**src/rtl/branch_predictor_pkg.sv**
```systemverilog
// branch_predictor_pkg: BTB geometry, counter encodings and entry layout
// shared by the predictor, its counters and the pipeline interface.
package branch_predictor_pkg;
    localparam int ENTRIES = 16;
    localparam int PC_W = 8;
    localparam int IDX_W = $clog2(ENTRIES);
    localparam int TAG_W = PC_W - IDX_W - 2;
    typedef enum logic [1:0] {
        SNT = 2'd0,
        WNT = 2'd1,
        WT  = 2'd2,
        ST  = 2'd3
    } ctr_t;
    localparam ctr_t CTR_INIT = WT;
    typedef struct packed {
        logic             valid;
        logic [TAG_W-1:0] tag;
        logic [PC_W-1:0]  target;
        ctr_t             ctr;
    } btb_entry_t;
endpackage

```
**src/rtl/branch_predictor_if.sv**
```systemverilog
// branch_predictor_if: fetch lookup, ID prediction and resolution-update
// signals between the pipeline (master) and the predictor (slave).
interface branch_predictor_if;
    import branch_predictor_pkg::*;
    logic [PC_W-1:0] if_pc;
    logic [PC_W-1:0] pred_next_pc;
    logic            pred_taken_if;
    logic            stall;
    logic            flush;
    logic            branch_indicator;
    logic [PC_W-1:0] id_pred_pc;
    logic            upd_valid;
    logic [PC_W-1:0] upd_pc;
    logic            upd_taken;
    logic [PC_W-1:0] upd_target;
    logic [15:0]     mispredict_cnt;
    modport master (
        output if_pc, stall, flush, upd_valid, upd_pc, upd_taken, upd_target,
        input  pred_next_pc, pred_taken_if, branch_indicator, id_pred_pc, mispredict_cnt
    );
    modport slave (
        input  if_pc, stall, flush, upd_valid, upd_pc, upd_taken, upd_target,
        output pred_next_pc, pred_taken_if, branch_indicator, id_pred_pc, mispredict_cnt
    );
endinterface

```
**src/rtl/branch_predictor_sat_counter2.sv**
```systemverilog
// branch_predictor_sat_counter2: 2-bit saturating up/down direction counter;
// load (allocation) takes priority over inc/dec.
module branch_predictor_sat_counter2
    import branch_predictor_pkg::*;
(
    input  logic clk,
    input  logic rst_n,
    input  logic i_load,
    input  logic i_inc,
    input  logic i_dec,
    output ctr_t o_ctr
);
    ctr_t r_ctr;
    always_ff @(posedge clk) begin
        if (!rst_n)
            r_ctr <= SNT;
        else if (i_load)
            r_ctr <= CTR_INIT;
        else if (i_inc && r_ctr != ST)
            r_ctr <= ctr_t'(r_ctr + 2'd1);
        else if (i_dec && r_ctr != SNT)
            r_ctr <= ctr_t'(r_ctr - 2'd1);
    end
    assign o_ctr = r_ctr;
endmodule

```
**src/rtl/branch_predictor.sv**
```systemverilog
// branch_predictor: direct-mapped BTB with 2-bit direction counters, an ID-stage
// copy of the prediction, and a saturating mispredict counter.
module branch_predictor
    import branch_predictor_pkg::*;
(
    input logic              clk,
    input logic              rst_n,
    branch_predictor_if.slave bp
);
    logic [ENTRIES-1:0] r_valid;
    logic [TAG_W-1:0]   r_tag [ENTRIES];
    logic [PC_W-1:0]    r_target [ENTRIES];
    ctr_t               w_ctr [ENTRIES];
    btb_entry_t         w_btb [ENTRIES];
    btb_entry_t         w_look;
    logic [IDX_W-1:0]   w_if_idx;
    logic [IDX_W-1:0]   w_upd_idx;
    logic [TAG_W-1:0]   w_upd_tag;
    logic               w_upd_hit;
    logic               w_mispredict;
    logic               r_branch_indicator;
    logic [PC_W-1:0]    r_id_pred_pc;
    logic [15:0]        r_mispredict_cnt;
    logic               w_unused;

    assign w_unused  = ^{bp.if_pc[1:0], bp.upd_pc[1:0]};
    assign w_if_idx  = bp.if_pc[IDX_W+1:2];
    assign w_upd_idx = bp.upd_pc[IDX_W+1:2];
    assign w_upd_tag = bp.upd_pc[PC_W-1:IDX_W+2];
    assign w_look    = w_btb[w_if_idx];
    assign w_upd_hit = r_valid[w_upd_idx] && r_tag[w_upd_idx] == w_upd_tag;

    // Reads see pre-update contents; gating with rst_n keeps the output clean while reset is held.
    assign bp.pred_taken_if = rst_n && w_look.valid && w_look.tag == bp.if_pc[PC_W-1:IDX_W+2]
                              && w_look.ctr >= WT;
    assign bp.pred_next_pc  = bp.pred_taken_if ? w_look.target : bp.if_pc + PC_W'(4);

    for (genvar g = 0; g < ENTRIES; g++) begin : g_ent
        logic w_sel;
        assign w_sel = bp.upd_valid && w_upd_idx == IDX_W'(g);
        branch_predictor_sat_counter2 u_ctr (
            .clk    (clk),
            .rst_n  (rst_n),
            .i_load (w_sel && !w_upd_hit && bp.upd_taken),
            .i_inc  (w_sel && w_upd_hit && bp.upd_taken),
            .i_dec  (w_sel && w_upd_hit && !bp.upd_taken),
            .o_ctr  (w_ctr[g])
        );
        assign w_btb[g] = '{valid: r_valid[g], tag: r_tag[g], target: r_target[g], ctr: w_ctr[g]};
    end

    // A taken update either refreshes a hit entry or allocates over the slot; both write the same fields.
    always_ff @(posedge clk) begin
        if (!rst_n) begin
            r_valid <= '0;
            for (int k = 0; k < ENTRIES; k++) begin
                r_tag[k]    <= '0;
                r_target[k] <= '0;
            end
        end else if (bp.upd_valid && bp.upd_taken) begin
            r_valid[w_upd_idx]  <= 1'b1;
            r_tag[w_upd_idx]    <= w_upd_tag;
            r_target[w_upd_idx] <= bp.upd_target;
        end
    end

    always_ff @(posedge clk) begin
        if (!rst_n || bp.flush) begin
            r_branch_indicator <= 1'b0;
            r_id_pred_pc       <= '0;
        end else if (!bp.stall) begin
            r_branch_indicator <= bp.pred_taken_if;
            r_id_pred_pc       <= bp.pred_next_pc;
        end
    end

    assign w_mispredict = bp.upd_taken != r_branch_indicator
                          || (bp.upd_taken && r_branch_indicator && bp.upd_target != r_id_pred_pc);

    always_ff @(posedge clk) begin
        if (!rst_n)
            r_mispredict_cnt <= '0;
        else if (bp.upd_valid && w_mispredict && r_mispredict_cnt != 16'hFFFF)
            r_mispredict_cnt <= r_mispredict_cnt + 16'd1;
    end

    assign bp.branch_indicator = r_branch_indicator;
    assign bp.id_pred_pc       = r_id_pred_pc;
    assign bp.mispredict_cnt   = r_mispredict_cnt;
endmodule

```
**src/flat_wrapper.sv**
```systemverilog
// flat-port wrapper written by rule: the top's interface ports become plain ports
module branch_predictor_flat import branch_predictor_pkg::*;
  (clk, rst_n, bp_if_pc, bp_stall, bp_flush, bp_upd_valid, bp_upd_pc, bp_upd_taken, bp_upd_target, bp_pred_next_pc, bp_pred_taken_if, bp_branch_indicator, bp_id_pred_pc, bp_mispredict_cnt);
  branch_predictor_if bp_i ();
  input logic clk;
  input logic rst_n;
  input wire logic [$bits(bp_i.if_pc)-1:0] bp_if_pc;
  input wire logic [$bits(bp_i.stall)-1:0] bp_stall;
  input wire logic [$bits(bp_i.flush)-1:0] bp_flush;
  input wire logic [$bits(bp_i.upd_valid)-1:0] bp_upd_valid;
  input wire logic [$bits(bp_i.upd_pc)-1:0] bp_upd_pc;
  input wire logic [$bits(bp_i.upd_taken)-1:0] bp_upd_taken;
  input wire logic [$bits(bp_i.upd_target)-1:0] bp_upd_target;
  output wire logic [$bits(bp_i.pred_next_pc)-1:0] bp_pred_next_pc;
  output wire logic [$bits(bp_i.pred_taken_if)-1:0] bp_pred_taken_if;
  output wire logic [$bits(bp_i.branch_indicator)-1:0] bp_branch_indicator;
  output wire logic [$bits(bp_i.id_pred_pc)-1:0] bp_id_pred_pc;
  output wire logic [$bits(bp_i.mispredict_cnt)-1:0] bp_mispredict_cnt;
  assign bp_i.if_pc = bp_if_pc;
  assign bp_i.stall = bp_stall;
  assign bp_i.flush = bp_flush;
  assign bp_i.upd_valid = bp_upd_valid;
  assign bp_i.upd_pc = bp_upd_pc;
  assign bp_i.upd_taken = bp_upd_taken;
  assign bp_i.upd_target = bp_upd_target;
  assign bp_pred_next_pc = bp_i.pred_next_pc;
  assign bp_pred_taken_if = bp_i.pred_taken_if;
  assign bp_branch_indicator = bp_i.branch_indicator;
  assign bp_id_pred_pc = bp_i.id_pred_pc;
  assign bp_mispredict_cnt = bp_i.mispredict_cnt;
  branch_predictor u_core (.clk(clk), .rst_n(rst_n), .bp(bp_i));
endmodule
```
**config.mk**
```make
export PLATFORM = sky130hd
export DESIGN_NAME = branch_predictor_flat
export DESIGN_NICKNAME = d
export VERILOG_FILES = /design/src/rtl/branch_predictor_pkg.sv /design/src/rtl/branch_predictor_if.sv /design/src/rtl/branch_predictor_sat_counter2.sv /design/src/rtl/branch_predictor.sv /design/src/flat_wrapper.sv
export SDC_FILE = /design/constraint.sdc
export NUM_CORES = 1
export LEC_CHECK = 0
export ABC_AREA = 1
export BUFFER_PORTS_ARGS = -buffer_cell sky130_fd_sc_hd__buf_2
export CORE_UTILIZATION = 26
export CTS_BUF_LIST = sky130_fd_sc_hd__clkbuf_4 sky130_fd_sc_hd__clkbuf_8 sky130_fd_sc_hd__clkbuf_16
export DETAILED_ROUTE_END_ITERATION = 10
export PLACE_DENSITY = 0.41
export SLEW_MARGIN = 20
export SYNTH_ARGS = -nofsm -noshare
export SYNTH_HDL_FRONTEND = slang
export SYNTH_SLANG_ARGS = --single-unit
```
**constraint.sdc**
```tcl
create_clock -name clk -period 2.4 [get_ports clk]
set_input_delay 0.36 -clock clk [delete_from_list [all_inputs] [get_ports clk]]
set_output_delay 0.36 -clock clk [all_outputs]
set_load 0.05 [all_outputs]
```
==> impl_results.md <==
- Net Count, Synth: 1595
- Count of final hold-check violations: 0
- Vias per Instance: 4.71
- Clock skew: 0.0155 ns
- Post-Syn Area: 12100 µm²
- Clock transition at path regs: 0.06 ns
- Num CTS Buffers: 30
- All-Layer GR Usage: 16.9%
- Cell Pwr Density: 674 nW/µm²
- Overall power: 0.0101 W
- Placed cells: 2252
- Filler cells: 4798
- Largest net degree at the start of global routing: 59
- Largest cells by area after synthesis: edfxtp_1 (40%), dfxtp_1 (12%), nor2_1 (11%)
- Syn. warnings: 0
- Wirelength, routed: 39900 µm
- Final setup viols: 9
- Post-DP HPWL: 28100 µm
- Area growth syn-to-layout: 24.4%
- Slew headroom: 65.3%
- Post-synth EDFFs: 160
- Final ANT Viol Nets: 0
- Ys async rst share: 0%
- Buffers on Ports: 61
- Starting density of the core: 26.4%
- DIE WIDTH: 217 µm
- Worst Hold Slack: 0.0970 ns
- Sequential share of the synthesized area: 52.0%
- Global-route wire length before repair: 61900 µm
- Register area: 6270 µm²
- Critical path data required time: 2.04 ns
- Wirelength per Cell: 17.3 µm
- Outcome: complete, but fails checks
- Ys flop type: edfxtp_1
- Antenna Cells: 0
- Worst setup EP type: output pin
- Multi-input gate area in the final layout: 5010 µm²
- Final Non-Filler Cells: 2309
- Initial antenna violation count: 0
- Worst-margin pin slew: 0.519 ns
- MaxCap Viol Count: 0
- Clock sinks: 233
- Rows: 78
- Die height: 217 µm
- CTS tree: done
- Iter 0 DRT Violations: 890
- Failing checks: setup timing
- Top cell type's share of synthesized area: 39.9%
- Syn Inst Count: 1562
- R2R setup slack: 0.26 ns
- Vias in the first global route: 10453
- Final nets: 1721
- Cts hold-fix bufs: 0
- Share of layout cells above drive strength 1: 15.3%
- Pleak: 6.09 nW
- Final WS setup: -0.188 ns
- Unique masters post-synth: 32
- Max frequency: 386 MHz
- DRC Markers: 0
- Post-synth top cells: nor2_1 (359), nand2_1 (334), edfxtp_1 (160)
- Max FO, Critical Path: 8
- Via count: 10872
- WP data arrival: 2.23 ns
- Biggest area consumer among synthesized cells: edfxtp_1
- Mean Syn Cell Area: 7.72 µm²
- HP Class: input port to register
- CTS Buffer Depth: 3
- CORE AREA: 45600 µm²
- Min Clock Period, post-route: 2.59 ns
- Worst vdd ir: 529 µV
- Remaining Overflow, GRT: 0
- RSZ-0062 raised after global routing: yes
- Io pins: 64
- Clk_lat worst skew: 0.57 ns
- H-tree levels: 1
- DRT Pass-1 Iters: 6
- Max-slew violations: 0
- Clock root buffer: clkbuf_16
- Period utilisation layout: 108%
- CP Class: register to output pin
- Most common cell in the netlist: nor2_1
- Register bit total from synthesis: 233
- Routability cong.: 0.826
- Die ar.: 47200 µm²
- Element type at the critical path start: register
==> critical path, cell delays in order, from the launching register on <==
cell,delay [ns]
edfxtp_1,0.41
nor2_1,0.12
nor2_1,0.04
o21ai_1,0.06
nand2_1,0.10
nand2_1,0.08
nand2_1,0.06
inv_2,0.07
nand2_1,0.05
nand2_1,0.07
nand2_2,0.09
buf_6,0.14
nand4_1,0.14
nand2_2,0.08
buf_8,0.15
==> cells by family after synthesis <==
logic type / synth area share [%]
AND/OR/NAND/NOR: 29.7
flip-flops: 52.0
AO/OA/AOI/OAI: 9.98
buffers and inverters: 6.96
XOR/XNOR: 1.02
adder cells (fa/ha/maj): 0.311
==> path summary, 6_finish.rpt <==
path,start,cells past startpoint,to
setup / recovery,u_core.r_tag[10][0]$_SDFFCE_PN0P_,14,bp_pred_next_pc[2]
hold / removal,bp_stall,4,u_core.bp.id_pred_pc[6]$_SDFFE_PP0N_
setup reg to reg,u_core.bp.id_pred_pc[5]$_SDFFE_PP0N_,10,u_core.bp.mispredict_cnt[4]$_SDFFE_PN0P_
hold reg to reg,u_core.r_valid[14]$_SDFFE_PN0P_,2,u_core.r_valid[14]$_SDFFE_PN0P_
==> cell usage in the layout, fill, tap and decap left out, types with 21 or more instances in the layout <==
master,Yosys,layout
a21oi_1,71,71
nand4_1,38,38
inv_1,129,127
o211ai_1,21,21
clkbuf_16,0,31
nor2_1,359,357
nand2_1,334,324
dfxtp_1,73,68
buf_4,2,91
o21ai_0,108,105
buf_2,17,52
edfxtp_1,160,160
nand3_1,116,114
==> per-stage QoR <==
stage	TNS (ns)	cell area [µm²]	util [%]	worst slack, ns
floorplan	-0.0301	12100	-	-0.0301
global placement	-1.81	13900	30.4	-0.343
detailed placement	-1.78	13900	30.4	-0.292
CTS	-1.76	15000	32.8	-0.229
global route	-3.02	15000	32.9	-0.354
finish	-1.56	15000	32.9	-0.188
==> power breakdown <==
part	total, W	switching (W)	leakage, nW	internal [W]
Combinational	0.00115	0.000769	3.48	0.000385
Clock	0.00443	0.00176	0.491	0.00267
Sequential	0.00453	0.0000699	2.12	0.00446
==> registers in the layout, indices dropped and copies added, names as in the netlist <==
name,cells
u_core.r_tag,32
u_core.g_ent.u_ctr.o_ctr,32
u_core.r_target,128
u_core.bp.mispredict_cnt,16
u_core.bp.id_pred_pc,8
u_core.r_valid,16
u_core.bp.branch_indicator,1
==> metal layers <==
metal  global-route usage [%]  vias to the layer above  part of all wire, %
met5                        0                        -                    0
met4                     4.48                        0                  2.0
met3                     2.12                       56                  4.9
met2                     27.3                      261                   45
met1                     23.7                     5120                   48
li1                         -                     5435                    -
==> final cells by class <==
| cell class | count | share of cell area (%) |
|---|---|---|
| repair buffers | 174 | 9.91 |
| flip-flops and latches | 233 | 41.8 |
| clock inverters | 8 | 0.417 |
| inverters | 136 | 3.42 |
| multi-input cells | 1113 | 33.4 |
| clock buffers | 45 | 6.00 |
| well taps | 600 | 5.01 |
==> repair_timing <==
| action | 4_1_cts | 5_1_grt |
|---|---|---|
| pin swaps | 15 | 6 |
| endpoints found under the setup margin | 9 | 9 |
| setup buffers | 2 | 2 |
| gates resized for setup | 42 | 5 |
(Power assumes the default switching activity.)
